===== config.mk =====
export PLATFORM = sky130hd
export DESIGN_NAME = slot_unproject
export DESIGN_NICKNAME = d
export VERILOG_FILES = /design/src/rtl/slot_unproject.sv
export SDC_FILE = /design/constraint.sdc
export NUM_CORES = 1
export LEC_CHECK = 0
export ABC_AREA = 0
export BUFFER_PORTS_ARGS = -buffer_cell sky130_fd_sc_hd__buf_2
export CAP_MARGIN = 20
export CORE_AREA = 3 3 159 161
export DETAILED_ROUTE_END_ITERATION = 8
export DIE_AREA = 0 0 162 164
export SLEW_MARGIN = 0
export SYNTH_ARGS = -nofsm -noshare
export SYNTH_HDL_FRONTEND = slang
export SYNTH_SLANG_ARGS = --single-unit

===== constraint.sdc =====
create_clock -name clk -period 7.1 [get_ports clk]
set_clock_uncertainty 0.1 [all_clocks]
set_input_delay 0 -clock clk [delete_from_list [all_inputs] [get_ports clk]]
set_output_delay 0 -clock clk [all_outputs]
set_load 0.03 [all_outputs]

===== src/rtl/slot_unproject.sv =====
// Scatters N/2 natural-order CKKS slots from the upper FFT half into canonical-embedding
// order in the lower half, conjugating mirrored slots. Optional: SLOT_UNPROJECT_CYCLE_CTR_EN.
module slot_unproject #(
  parameter int unsigned LOGN         = 13,
  parameter int unsigned FLP_WORDSIZE = 64,
  parameter int unsigned BRAM_RD_LAT  = 2
) (
  input  logic                        clk,
  input  logic                        rst_n,
  input  logic                        start,
  output logic                        busy,
  output logic                        done,
  output logic [LOGN-2:0]             fft_rd_addr,
  output logic [LOGN-2:0]             fft_wr_addr,
  output logic                        fft_bank0_wea,
  output logic                        fft_bank1_wea,
  input  logic [2*FLP_WORDSIZE-1:0]   fft_bank0_rd_data,
  input  logic [2*FLP_WORDSIZE-1:0]   fft_bank1_rd_data,
  output logic [2*FLP_WORDSIZE-1:0]   fft_wr_data
`ifdef SLOT_UNPROJECT_CYCLE_CTR_EN
  ,
  output logic [31:0]                 cycle_count
`endif
);

  localparam int unsigned AW    = LOGN - 1;
  localparam int unsigned PW    = LOGN + 1;
  localparam int unsigned DW    = 2 * FLP_WORDSIZE;
  localparam int unsigned SLOTS = 1 << (LOGN - 1);
  localparam int unsigned CW    = (BRAM_RD_LAT > 1) ? $clog2(BRAM_RD_LAT) : 1;

  typedef enum logic [1:0] {
    S_IDLE,
    S_READ,
    S_DRAIN,
    S_DONE
  } state_t;

  state_t            state_q, state_d;
  logic [AW-1:0]     j_q, j_d;
  logic [PW-1:0]     pos_q, pos_d;
  logic [CW-1:0]     drain_q, drain_d;
  logic [AW-1:0]     rd_addr_q, rd_addr_d;
  logic              busy_q, busy_d;
  logic              done_q, done_d;
  logic              issue_c;
  logic              accept_c;

  logic [LOGN-1:0]   idx_c;
  logic [LOGN-1:0]   k_c;
  logic [LOGN-1:0]   a_c;
  logic              conj_c;

  logic [BRAM_RD_LAT-1:0] pipe_vld_q;
  logic [BRAM_RD_LAT-1:0] pipe_conj_q;
  logic [BRAM_RD_LAT-1:0] pipe_sel_q;
  logic [LOGN-1:0]        pipe_a_q [BRAM_RD_LAT];

  logic              wr_vld_c;
  logic [LOGN-1:0]   wr_a_c;
  logic [DW-1:0]     wr_src_c;

  // Destination of the current slot; pos is always odd, so (pos-1)>>1 == pos>>1.
  always_comb begin
    idx_c  = pos_q[LOGN:1];
    k_c    = '0;
    a_c    = '0;
    conj_c = 1'b0;
    for (int i = 0; i < int'(LOGN); i++) begin
      k_c[i] = idx_c[LOGN-1-i];
    end
    if (k_c[LOGN-1]) begin
      a_c    = {LOGN{1'b1}} - k_c;
      conj_c = 1'b1;
    end else begin
      a_c    = k_c;
    end
  end

  // Next-state and registered-output logic.
  always_comb begin
    state_d   = state_q;
    j_d       = j_q;
    pos_d     = pos_q;
    drain_d   = drain_q;
    rd_addr_d = rd_addr_q;
    issue_c   = 1'b0;
    accept_c  = 1'b0;
    case (state_q)
      S_IDLE, S_DONE: begin
        if (start) begin
          accept_c = 1'b1;
          state_d  = S_READ;
          j_d      = '0;
          pos_d    = PW'(1);
        end
      end
      S_READ: begin
        issue_c = 1'b1;
        if (j_q == AW'(SLOTS - 1)) begin
          state_d = S_DRAIN;
          drain_d = '0;
        end else begin
          j_d   = j_q + AW'(1);
          pos_d = pos_q + {pos_q[PW-2:0], 1'b0};
        end
      end
      S_DRAIN: begin
        if (drain_q == CW'(BRAM_RD_LAT - 1)) begin
          state_d = S_DONE;
        end else begin
          drain_d = drain_q + CW'(1);
        end
      end
      default: state_d = S_IDLE;
    endcase
    if (state_d == S_READ) begin
      rd_addr_d = {1'b1, j_d[AW-1:1]};
    end
    busy_d = (state_d == S_READ) || (state_d == S_DRAIN);
    done_d = (state_d == S_DONE);
  end

  always_ff @(posedge clk or negedge rst_n) begin
    if (!rst_n) begin
      state_q   <= S_IDLE;
      j_q       <= '0;
      pos_q     <= PW'(1);
      drain_q   <= '0;
      rd_addr_q <= '0;
      busy_q    <= 1'b0;
      done_q    <= 1'b0;
    end else begin
      state_q   <= state_d;
      j_q       <= j_d;
      pos_q     <= pos_d;
      drain_q   <= drain_d;
      rd_addr_q <= rd_addr_d;
      busy_q    <= busy_d;
      done_q    <= done_d;
    end
  end

  // Destination metadata travels alongside the read so it meets the returning data.
  always_ff @(posedge clk or negedge rst_n) begin
    if (!rst_n) begin
      pipe_vld_q  <= '0;
      pipe_conj_q <= '0;
      pipe_sel_q  <= '0;
      for (int i = 0; i < int'(BRAM_RD_LAT); i++) begin
        pipe_a_q[i] <= '0;
      end
    end else begin
      pipe_vld_q[0]  <= issue_c;
      pipe_conj_q[0] <= conj_c;
      pipe_sel_q[0]  <= j_q[0];
      pipe_a_q[0]    <= a_c;
      for (int i = 1; i < int'(BRAM_RD_LAT); i++) begin
        pipe_vld_q[i]  <= pipe_vld_q[i-1];
        pipe_conj_q[i] <= pipe_conj_q[i-1];
        pipe_sel_q[i]  <= pipe_sel_q[i-1];
        pipe_a_q[i]    <= pipe_a_q[i-1];
      end
    end
  end

  // Write port driven straight from the last pipeline stage.
  always_comb begin
    wr_vld_c      = pipe_vld_q[BRAM_RD_LAT-1];
    wr_a_c        = pipe_a_q[BRAM_RD_LAT-1];
    wr_src_c      = pipe_sel_q[BRAM_RD_LAT-1] ? fft_bank1_rd_data : fft_bank0_rd_data;
    fft_wr_addr   = {1'b0, wr_a_c[LOGN-2:1]};
    fft_bank0_wea = wr_vld_c & ~wr_a_c[0];
    fft_bank1_wea = wr_vld_c & wr_a_c[0];
    fft_wr_data   = wr_src_c ^ (DW'(pipe_conj_q[BRAM_RD_LAT-1]) << (FLP_WORDSIZE - 1));
  end

  assign busy        = busy_q;
  assign done        = done_q;
  assign fft_rd_addr = rd_addr_q;

`ifdef SLOT_UNPROJECT_CYCLE_CTR_EN
  logic [31:0] cyc_cnt_q;

  // Counts busy cycles of the current pass; holds once the pass completes.
  always_ff @(posedge clk or negedge rst_n) begin
    if (!rst_n) begin
      cyc_cnt_q <= '0;
    end else if (accept_c) begin
      cyc_cnt_q <= '0;
    end else if (busy_q) begin
      cyc_cnt_q <= cyc_cnt_q + 32'd1;
    end
  end

  assign cycle_count = cyc_cnt_q;
`endif

endmodule

; ---- Word level (Yosys, flattened, before mapping)
; Cells that the tools add are included.
; W data, S select, Z words.
[op_classes]
addsub = 4
n_eq_ne = 10
mux = 17
bitwise_logic = 4
n_reduce_logical = 7
[ops]
columns = op, n
row1 = $mux W128, 1
row2 = $xor A128 B64 Y128, 1
row3 = $mux W12, 3
row4 = $mux W14, 2
row5 = $pmux W14 S2, 1
row6 = $pmux W12 S2, 1
row7 = $add A14 B14 Y14, 1
row8 = $add A12 B1 Y12 const B, 1
row9 = $eq A12 B12 Y1 const B, 1
row10 = $sub A12 B12 Y12 const A, 1
row11 = $eq A2 B2 Y1 const B, 4
row12 = $mux W2, 3
row13 = $ne A2 B2 Y1 const B, 3
row14 = $pmux W2 S3, 1
row15 = $eq A2 B1 Y1 const B, 2
row16 = $mux W1, 4
row17 = $reduce_bool A2 Y1, 2
row18 = $reduce_and A3 Y1, 1
row19 = $and A1 B1 Y1, 2
row20 = $logic_not A2 Y1, 1
row21 = $pmux W1 S2, 1
row22 = $reduce_and A2 Y1, 1
row23 = $reduce_or A2 Y1, 1
row24 = $add A1 B1 Y1 const B, 1
row25 = 2 further kinds, 2
[totals]
reg_bits = 73
inputBits = 259
out_inout_bits = 156
wordCells = 55

; ---- Depth between registers and ports, before layout
; Gate-level depths: netlist of run 1.
[depth]
word_depth = 5
depth_mapped = 12
depth_no_buf = 10

; ---- Least setup slack after synthesis of run 1
; Ideal clock, no wire load.
[synth_path]
kind = register to register
from = reg pos_q[1]
to = reg pos_q[13]
setup_ns = 0.131
t_arrival_ns = 2.501
setup_slack_ns = 4.368
path_stages_with_launch = 11
synth_period_minus_slack_ns = 2.732
cell_sequence = dfrtp_1 clkbuf_1 buf_1 inv_1 fa_1 nand2b_1 a21oi_1 nor3b_1 o311ai_0 xnor2_1 o21ai_0
[synth_via]
elab_chain_len = 3
[synth_rtl]
columns = item, line
row1 = "start, declared", 41  ; logic [PW-1:0] pos_q, pos_d;
row2 = "start signal, assigned", 136  ; pos_q <= pos_d;
row3 = $add A14 B14 Y14, 105  ; pos_d = pos_q + {pos_q[PW-2:0], 1'b0};
row4 = $mux W14, 100  ; if (j_q == AW'(SLOTS - 1)) begin
row5 = $pmux W14 S2, 89  ; case (state_q)
; Every way passes these cells. The select of a mux whose other input is x is not followed.
; A chain may end at the register's enable or synchronous reset.

; ---- Worst setup path after layout of run 1
[layout_path]
from = reg j_q[0]
to = reg rd_addr_q[10], in the netlist fft_rd_addr[10]
[layout_via]
elab_chain_len = 4
[layout_rtl]
columns = item, line
row1 = "start, declared", 40  ; logic [AW-1:0] j_q, j_d;
row2 = "start signal, assigned", 135  ; j_q <= j_d;
row3 = $eq A12 B12 Y1, 100
row4 = $mux W2, 100
row5 = $pmux W2 S3, 89
row6 = named net state_d[0], 39  ; state_t state_q, state_d;
row7 = $eq A2 B1 Y1, 117  ; if (state_d == S_READ) begin
row8 = "end signal, assigned", 138  ; rd_addr_q <= rd_addr_d;
row9 = "end, declared", 43  ; logic [AW-1:0] rd_addr_q, rd_addr_d;
; The timed path passes the listed nets, and every way through them passes these cells. The select of a mux whose other input is x is not followed.

==> run summary, run 1 <==
status - finished clean
TNS Setup - 0 ns
CTS buffer count - 9
drc violations - 0
Simple-Gate Fraction of Synth Area - 0.0745
Routed WL - 27900 um
Post-Synth XOR/XNOR Area - 0.0390
Crit Path Category - register to register
# nets final - 1124
Pins Over Slew Limit - 0
post-DR wirelength/cell - 23.6 um
clk buf depth - 2
Power Dens Cells - 150 nW/um^2
Distinct cells, synth - 52
total grt overflow - 0
share of cells above drive strength 1 - 0.674
Setup crit start kind - register
reg2reg end - fft_rd_addr[10]$_DFFE_PN0N_
RSZ-0062 raised after global routing - false
HP Class - register to register
clock sinks - 73
flop2flop setup slack - 4.19 ns
Adder-Cell Fraction of Synth Area - 0.0471
Synthesized Nets - 732
Final Cycle Share - 0.410
leakage power - 3.96 nW
worst reg-to-reg path cell count - 9
die span in x - 162 um
H-Tree Level Count - 3
number of routed nets with antenna violations - 0
CTS tree - yes
fill count - 2593
Syn Area/Cell - 10.8 um^2
initial antenna violation count - 20
Chip Height - 164 um
hold path start - pipe_a_q[21]$_DFF_PN0_
# rows - 57
fin crit period - 2.91 ns
most common cell after layout, fill and taps aside - buf_2
clock latency on the worst-skew pair - 0.33 ns
GR Util All Layers - 0.196
number of port buffers - 413
most frequent cells in the layout - buf_2 (413), mux2_2 (135), dfrtp_1 (71)
Setup violations, final - 0
synthesis-stage register bit count - 73
Pre-Repair DR Iteration Count - 4
CP required - 7.22 ns
CP startpoint - j_q[0]$_DFFE_PN0P_
ys flop type - dfrtp_1
final hold violation count - 0
sequential-to-total area share from yosys stat - 0.370
core footprint - 24100 um^2
Worst Hold End - wr_a_c[8]$_DFF_PN0_
DP Area - 7230 um^2
max frequency - 343 MHz
first-pass GRT wire length - 36200 um
number of vias per cell - 4.26
worst hold path depth - 0
Vias - 5020
cell count after synthesis - 455
Root Driver - clkbuf_16
mux cell area share after synthesis - 0.313
largest family of logic cells by synthesized area - multiplexers
max_slew headroom - 0.384
clk slew on worst S/H paths - 0.06 ns
crit path DAT - 3.03 ns
DIE AREA - 26600 um^2
type of element capturing the critical path - register
Synth Warn # - 0
routability cong. - 0.892
number of global-route vias before repair - 4939
Post-synth EDFFs - 0
# IOs - 415
reg2reg start - j_q[0]$_DFFE_PN0P_
HPWL after DPL - 24600 um
Post-Syn Area - 4940 um^2
Area Overhead vs Synth - 53.2%
Synth Area in Compound Gates - 0.106
maxcap violations - 0
Peak VDD IR - 0.000116 V
post-cts resize count - 0
Starting Density - 0.205
DR iter-0 viols - 298
CP max FO - 14
Worst-Margin Slew - 0.924 ns
largest net degree at the start of global routing - 74
post-route cell area - 7560 um^2
asr flop ratio synth - 1.00
where the power goes:
part	switching, mW	leakage (nW)	total (mW)	internal (mW)
Clock	0.184	0.148	0.460	0.276
Combinational	0.157	2.89	0.260	0.102
Sequential	0	0.931	0.416	0.416
Total	0.341	3.96	1.14	0.794
kinds of logic (layout without fill, tap and decap cells):
family | count (synthesis) | after routing
AO/OA/AOI/OAI | 81 | 81
XOR/XNOR | 22 | 22
adder cells (fa/ha/maj) | 18 | 18
buffers and inverters | 48 | 445
flip-flops | 73 | 73
multiplexers | 137 | 137
other | 1 | 4
AND/OR/NAND/NOR | 75 | 75
routing by layer:
metal / track usage / wire length (um)
met5: 0 / 131
met4: 0.0256 / 218
met3: 0.159 / 5140
met2: 0.292 / 12000
met1: 0.225 / 10400
what timing repair did:
action | CTS | global route
setup endpoints to repair | 0 | 0
endpoints found under the hold margin | 74 | 0
hold buffers | 2 | 0
setup buffers | 0 | 0
sequential cells by signal, indices dropped and copies added (netlist names):
name,cells
state_q,2
pipe_sel_q,2
drain_q,1
done,1
pipe_vld_q,2
pipe_a_q,12
fft_rd_addr,12
pos_q,14
j_q,12
pipe_conj_q,2
busy,1
wr_a_c,12
synth_stat cells (all sizes together), types with 3 or more instances:
master  number  area [um^2]
a31oi        5         31.3
nor2        14         52.6
o21ai       29          156
buf         15          116
a21oi       17         85.1
xnor2        7         61.3
mux2       136         1540
xor2        15          131
nand2       25         93.8
nand3        7         35.0
o21a         3         22.5
ha          17          213
nand4        5         31.3
a211oi       4         30.0
clkbuf      21         78.8
a21o         4         30.0
a22o         4         35.0
nor3         3         15.0
dfrtp       72         1800
inv         12         45.0
nand2b       7         43.8
nor2b        4         25.0
a21boi       3         22.5
or3          3         23.8
cell type report:
type | count | area (um^2) | area share
antenna | 3 | 7.51 | 0.000993
clock buffer | 9 | 225 | 0.0298
clock inverter | 7 | 76.3 | 0.0101
inverter | 12 | 45.0 | 0.00596
multi-input combinational | 334 | 2870 | 0.379
sequential | 73 | 1830 | 0.242
tap | 324 | 405 | 0.0536
timing repair buffer | 417 | 2100 | 0.278
how the worst max path moves through the flow:
| stage | depth (start not counted) | slack, ns | to |
|---|---|---|---|
| floorplan | 10 | 4.37 | pos_q[13]$_DFFE_PN0P_ |
| global placement | 9 | 4.28 | pos_q[13]$_DFFE_PN0P_ |
| detailed placement | 9 | 4.21 | fft_rd_addr[10]$_DFFE_PN0N_ |
| CTS | 3 | 4.18 | fft_wr_data[98] |
| global route | 9 | 3.87 | pos_q[13]$_DFFE_PN0P_ |
| finish | 9 | 4.19 | fft_rd_addr[10]$_DFFE_PN0N_ |
metrics by stage:
step | total power, mW | std cells | hold slack [ns] | worst slack (ns) | util
2_1_floorplan | 0.543 | 455 | -0.396 | 4.37 | -
3_3_place_gp | 0.684 | 1158 | 0.178 | 4.28 | 0.300
3_5_place_dp | 0.685 | 1158 | 0.184 | 4.21 | 0.300
4_1_cts | 1.15 | 1176 | 0.251 | 4.18 | 0.313
5_1_grt | 1.18 | 1176 | 0.255 | 3.87 | 0.313
6_report | 1.14 | 1179 | 0.243 | 4.19 | 0.314
critical path: stages (launching register included):
cell	delay (ns)
dfrtp_1	0.43
ha_1	0.29
nand3_1	0.16
or3_4	0.23
a31oi_1	0.10
a21oi_1	0.15
nor2_1	0.05
a21oi_1	0.24
ha_1	0.64
mux2_2	0.41
Power figures use the tool's default switching activity.
==> run 2: changes to the inputs <==
CORE_AREA = 3 3 160 162   (was 3 3 159 161)
DIE_AREA = 0 0 163 165   (was 0 0 162 164)
clock period = 2.92 ns   (was 7.1 ns; I/O delays follow)
==> run 2 against run 1 <==
Effect of this change:
- sequential power increased by 140%
- flip-flop and latch count stayed put
- hold slack worse by 0.098 ns
- global-route usage fell by 0.40 points
- register-to-register slack got worse by 3.9 ns
- core utilization up 0.26 points
- final area is 1.4% higher
- critical path depth unchanged
- via count rose by 2.5%
- setup slack worse by 3.9 ns
- die area grew 1.2%
- critical endpoint is now pos_q[13]$_DFFE_PN0P_
- largest cell class unchanged
==> run summary, run 2 (synthesis gave the netlist of run 1 again) <==
RSZ-0062 raised after global routing - false (unchanged)
clock latency on the worst-skew pair - 0.33 ns (about the same)
crit path DAT - 2.70 ns (was 3.03 ns)
status - finished clean (unchanged)
Setup crit start kind - register (unchanged)
core footprint - 24200 um^2 (was 24100 um^2)
GR Util All Layers - 0.192 (was 0.196)
TNS Setup - 0 ns (unchanged)
CTS tree - yes (unchanged)
area of the multi-input gates - 2870 um^2 (about the same)
Switching Fraction - 0.293 (was 0.301)
Crit Path Category - register to register (unchanged)
fin crit period - 2.59 ns (was 2.91 ns)
Worst-Margin Slew - 0.734 ns (was 0.924 ns)
Area Overhead vs Synth - 55.4% (was 53.2%)
type of element capturing the critical path - register (unchanged)
max FFs per register - 14 (unchanged)
# rows - 57 (unchanged)
Pins Over Slew Limit - 0 (unchanged)
pre-CTS WS - 0.147 ns (was 4.21 ns)
Logic pwr share - 0.224 (was 0.229)
# IOs - 415 (unchanged)
number of port buffers - 413 (unchanged)
max frequency - 386 MHz (was 343 MHz)
met2 Use GR - 0.273 (was 0.292)
Vias - 5143 (was 5020)
clk slew on worst S/H paths - 0.06 ns (about the same)
Pre-Repair DR Iteration Count - 4 (unchanged)
HP Class - primary input to async pin (was register to register)
final hold violation count - 0 (unchanged)
number of vias per cell - 4.33 (was 4.26)
fill count - 2594 (was 2593)
drc violations - 0 (unchanged)
Routed WL - 28100 um (was 27900 um)
leakage power - 4.02 nW (was 3.96 nW)
met1 Track Usage GR - 0.234 (was 0.225)
HPWL after DPL - 25000 um (was 24600 um)
most frequent cells in the layout - buf_2 (413), mux2_2 (135), dfrtp_1 (71) (unchanged)
Final Cycle Share - 0.888 (was 0.410)
clk buf depth - 2 (unchanged)
H-Tree Level Count - 3 (unchanged)
maxcap violations - 0 (unchanged)
clock group share of total power - 0.421 (was 0.405)
share of cells above drive strength 1 - 0.678 (was 0.674)
Peak VDD IR - 0.000261 V (was 0.000116 V)
flop2flop setup slack - 0.33 ns (was 4.19 ns)
# nets final - 1131 (was 1124)
Internal - 2.02 mW (was 0.794 mW)
Starting Density - 0.204 (was 0.205)
most crowded layer after global routing - met2 (unchanged)
Most flops, register - pos_q (unchanged)
routability cong. - 0.918 (was 0.892)
Chip Height - 165 um (was 164 um)
largest net degree at the start of global routing - 81 (was 74)
number of routed nets with antenna violations - 0 (unchanged)
Switch Pwr - 0.835 mW (was 0.341 mW)
CP max FO - 8 (was 14)
first-pass GRT wire length - 35600 um (was 36200 um)
FF+latch area - 1830 um^2 (unchanged)
Power Dens Cells - 372 nW/um^2 (was 150 nW/um^2)
Final WS setup - 0.327 ns (was 4.19 ns)
post-DR wirelength/cell - 23.6 um (about the same)
total grt overflow - 0 (unchanged)
die span in x - 163 um (was 162 um)
CTS buffer count - 9 (unchanged)
GR Util met3 - 0.146 (was 0.159)
Setup violations, final - 0 (unchanged)
clock sinks - 73 (unchanged)
initial antenna violation count - 19 (was 20)
number of global-route vias before repair - 4912 (was 4939)
max_slew headroom - 0.507 (was 0.384)
DIE AREA - 26900 um^2 (was 26600 um^2)
DR iter-0 viols - 214 (was 298)
Root Driver - clkbuf_16 (unchanged)
CP required - 3.03 ns (was 7.22 ns)
Reg power frac - 0.355 (was 0.367)
most common cell after layout, fill and taps aside - buf_2 (unchanged)
## run 2: changes by cell type in the layout (fill, tap and decap cells not counted)
cell	before	now
ha_1	17	16
inv_8	1	0
inv_6	2	3
bufinv_16	1	2
buf_12	0	2
buf_4	2	7
clkinv_2	2	1
ha_2	0	1
diode_2	3	5
## run 2: worst max-delay path: stages, from the launching register on
cell and delay (ns):
dfrtp_1 0.53, ha_1 0.26, inv_1 0.06, fa_1 0.38
nand2b_1 0.19, a21oi_1 0.19, nor3b_1 0.08, o311ai_0 0.42
xnor2_1 0.16, o21ai_0 0.08
## run 2: area by class of cell
class                      instances  share of cell area
antenna                            5             0.00163
clock inverter                     7              0.0129
tap                              324              0.0529
inverter                          12             0.00587
sequential                        73               0.239
timing repair buffer             424               0.284
clock buffer                       9              0.0294
multi-input combinational        334               0.374
## run 2: power groups by stage
| stage | sequential [mW] | clock (mW) | combinational (mW) |
|---|---|---|---|
| 2_1_floorplan | 1.03 | 0 | 0.290 |
| 3_3_place_gp | 1.03 | 0 | 0.644 |
| 3_5_place_dp | 1.03 | 0 | 0.646 |
| 4_1_cts | 1.01 | 1.23 | 0.651 |
| 5_1_grt | 1.01 | 1.27 | 0.684 |
| 6_report | 1.01 | 1.20 | 0.640 |
## run 2: timing repair
item                                   4_1_cts  5_1_grt
hold buffers                                 2        0
endpoints found under the hold margin       28        0
resized for setup                            0        1
setup buffers                                0        0
setup endpoints to repair                    0        8
## run 2: per-layer routing
metal  vias up  wire, um
li1       2443         -
met4        14       174
met3        26      4830
met2       256     11900
met5         -       105
met1      2404     11100
## run 2: path summary, 6_finish.rpt
check,cells after the start,to,startpoint
max in group asynchronous,3,fft_rd_addr[11]$_DFFE_PN0N_,rst_n
hold reg to reg,0,wr_a_c[7]$_DFF_PN0_,pipe_a_q[20]$_DFF_PN0_
min in group clk,0,wr_a_c[7]$_DFF_PN0_,pipe_a_q[20]$_DFF_PN0_
hold / removal,2,pos_q[1]$_DFFE_PN0P_,rst_n
setup reg to reg,9,pos_q[13]$_DFFE_PN0P_,pos_q[1]$_DFFE_PN0P_
setup / recovery,9,pos_q[13]$_DFFE_PN0P_,pos_q[1]$_DFFE_PN0P_
## run 2: stage by stage
step | hold WS (ns) | power (mW) | instances | util | cell area (um^2)
after global routing | 0.223 | 2.97 | 1185 | 0.316 | 7660
final | 0.146 | 2.85 | 1188 | 0.316 | 7670
after detailed placement | -0.000461 | 1.68 | 1165 | 0.301 | 7310
after floorplan | -0.396 | 1.32 | 455 | - | 4940
after global placement | -0.0204 | 1.67 | 1165 | 0.301 | 7310
after CTS | 0.177 | 2.89 | 1183 | 0.316 | 7650
==> run 3: changes to the inputs <==
BUFFER_PORTS_ARGS = default   (was -buffer_cell sky130_fd_sc_hd__buf_2)
CORE_AREA = 3 3 158 160   (was 3 3 160 162)
DIE_AREA = 0 0 161 163   (was 0 0 163 165)
DONT_BUFFER_PORTS = 1   (was default)
GPL_ROUTABILITY_DRIVEN = 0   (was default)
==> run 3 against run 2 <==
Effect of this change:
- sequential power about the same
- wire length up 1.1%
- die area down 2.4%
- hold slack worse by 0.026 ns
- combinational power down 37%
- register-to-register slack worse by 0.02 ns
- cell count down 35%
- critical endpoint is now fft_rd_addr[8]$_DFFE_PN0N_
==> run summary, run 3 (synthesis gave the netlist of run 1 again) <==
fill count - 2476 (was 2594)
Switch Pwr - 0.807 mW (was 0.835 mW)
Final Cycle Share - 0.893 (was 0.888)
Reg power frac - 0.405 (was 0.355)
Pre-Repair DR Iteration Count - 4 (unchanged)
initial antenna violation count - 24 (was 19)
Chip Height - 163 um (was 165 um)
Peak VDD IR - 0.000271 V (was 0.000261 V)
GR Util All Layers - 0.202 (was 0.192)
post-DR wirelength/cell - 36.8 um (was 23.6 um)
clock latency on the worst-skew pair - 0.33 ns (about the same)
die span in x - 161 um (was 163 um)
reg2reg start - j_q[0]$_DFFE_PN0P_ (was pos_q[1]$_DFFE_PN0P_)
worst reg-to-reg path cell count - 9 (unchanged)
# nets final - 718 (was 1131)
reg2reg end - fft_rd_addr[8]$_DFFE_PN0N_ (was pos_q[13]$_DFFE_PN0P_)
RSZ-0062 raised after global routing - false (unchanged)
H-Tree Level Count - 3 (unchanged)
type of element capturing the critical path - register (unchanged)
most frequent cells in the layout - mux2_2 (135), dfrtp_1 (71), o21ai_0 (26) (was buf_2 (413), mux2_2 (135), dfrtp_1 (71))
status - finished clean (unchanged)
# IOs - 415 (unchanged)
clock group share of total power - 0.434 (was 0.421)
Internal - 1.69 mW (was 2.02 mW)
met2 Use GR - 0.301 (was 0.273)
Vias - 3754 (was 5143)
postcts setup bufs - 0 (unchanged)
CTS buffer count - 9 (unchanged)
most common cell after layout, fill and taps aside - mux2_2 (was buf_2)
GR Util met3 - 0.197 (was 0.146)
Power Dens Cells - 447 nW/um^2 (was 372 nW/um^2)
fin util - 0.238 (was 0.316)
max FFs per register - 14 (unchanged)
TNS Setup - 0 ns (unchanged)
clk buf depth - 2 (unchanged)
Pwr Total - 2.50 mW (was 2.85 mW)
# rows - 56 (was 57)
number of global-route vias before repair - 3628 (was 4912)
Setup crit start kind - register (unchanged)
number of vias per cell - 4.88 (was 4.33)
Final WS setup - 0.311 ns (was 0.327 ns)
DR iter-0 viols - 259 (was 214)
share of cells above drive strength 1 - 0.379 (was 0.678)
Cell Count, Final, Fillers Out - 770 (was 1188)
max frequency - 383 MHz (was 386 MHz)
flop2flop setup slack - 0.31 ns (was 0.33 ns)
largest net degree at the start of global routing - 74 (was 81)
maxcap violations - 0 (unchanged)
Area Overhead vs Synth - 13.4% (was 55.4%)
DP Area - 5240 um^2 (was 7310 um^2)
CTS tree - yes (unchanged)
core footprint - 23500 um^2 (was 24200 um^2)
drc violations - 0 (unchanged)
Min Hold Slack - 0.120 ns (was 0.146 ns)
total grt overflow - 0 (unchanged)
clk slew on worst S/H paths - 0.07 ns (was 0.06 ns)
Most flops, register - pos_q (unchanged)
Pins Over Slew Limit - 0 (unchanged)
Crit Path Category - register to register (unchanged)
Switching Fraction - 0.323 (was 0.293)
dpl cells - 746 (was 1165)
Worst-Margin Slew - 0.726 ns (was 0.734 ns)
Logic pwr share - 0.161 (was 0.224)
Root Driver - clkbuf_16 (unchanged)
crit path DAT - 2.73 ns (was 2.70 ns)
HPWL after DPL - 25500 um (was 25000 um)
post-route cell area - 5600 um^2 (was 7670 um^2)
met1 Track Usage GR - 0.211 (was 0.234)
most crowded layer after global routing - met2 (unchanged)
DIE AREA - 26200 um^2 (was 26900 um^2)
Setup violations, final - 0 (unchanged)
CP required - 3.04 ns (was 3.03 ns)
HP Class - primary input to async pin (unchanged)
first-pass GRT wire length - 34800 um (was 35600 um)
clock sinks - 73 (unchanged)
CP max FO - 14 (was 8)
fin crit period - 2.61 ns (was 2.59 ns)
pre-CTS WS - 0.152 ns (was 0.147 ns)
final hold violation count - 0 (unchanged)
number of port buffers - 0 (was 413)
number of routed nets with antenna violations - 0 (unchanged)
leakage power - 2.38 nW (was 4.02 nW)
Starting Density - 0.210 (was 0.204)
Routed WL - 28400 um (was 28100 um)
max_slew headroom - 0.515 (was 0.507)
[run 3: cell types whose count changed in the layout (fill, tap and decap cells not counted), sizes merged]
cell and change:
inv +2, bufinv -2, buf -413, clkinv +1
clkinvlp -1
[run 3: layer usage]
layer  vias to the layer above  wire length [um]
met2                       276             12300
li1                       1617                 -
met1                      1783              9880
met5                         -               169
met3                        52              5710
met4                        26               301
[run 3: worst max-delay path by stage]
stage | depth (start not counted) | start | slack (ns) | end
2_1_floorplan | 10 | pos_q[1]$_DFFE_PN0P_ | 0.19 | pos_q[13]$_DFFE_PN0P_
3_3_place_gp | 9 | j_q[0]$_DFFE_PN0P_ | 0.26 | fft_rd_addr[6]$_DFFE_PN0N_
3_5_place_dp | 9 | j_q[0]$_DFFE_PN0P_ | 0.15 | fft_rd_addr[8]$_DFFE_PN0N_
4_1_cts | 9 | j_q[0]$_DFFE_PN0P_ | 0.15 | fft_rd_addr[8]$_DFFE_PN0N_
5_1_grt | 9 | j_q[0]$_DFFE_PN0P_ | 0.17 | fft_rd_addr[7]$_DFFE_PN0N_
6_report | 9 | j_q[0]$_DFFE_PN0P_ | 0.31 | fft_rd_addr[8]$_DFFE_PN0N_
[run 3: layout make-up]
| cell class | instances | area (um^2) | share of cell area |
|---|---|---|---|
| inverters | 12 | 45.0 | 0.00805 |
| multi-input cells | 334 | 2870 | 0.513 |
| diodes | 5 | 12.5 | 0.00224 |
| clock buffers | 9 | 225 | 0.0403 |
| well taps | 319 | 399 | 0.0713 |
| repair buffers | 11 | 145 | 0.0259 |
| flip-flops and latches | 73 | 1830 | 0.327 |
| clock inverters | 7 | 66.3 | 0.0119 |
[run 3: what timing repair did]
| item | in CTS | in global routing |
|---|---|---|
| endpoints found under the hold margin | 78 | 0 |
| resized for setup | 0 | 1 |
| endpoints found under the setup margin | 0 | 8 |
| hold buffers | 3 | 0 |
[run 3: power groups by stage]
stage	registers, mW	logic (mW)	clock network (mW)
2_1_floorplan	1.03	0.290	0
3_3_place_gp	1.03	0.382	0
3_5_place_dp	1.03	0.382	0
4_1_cts	1.01	0.410	1.10
5_1_grt	1.01	0.421	1.15
6_report	1.01	0.404	1.08
[run 3: critical path, stage by stage (launching register included)]
cell     delay [ns]
dfrtp_1        0.44
ha_1           0.30
nand3_1        0.16
or3_4          0.16
a31oi_1        0.08
a21oi_1        0.14
nor2_1         0.06
a21oi_1        0.22
ha_2           0.44
mux2_2         0.38
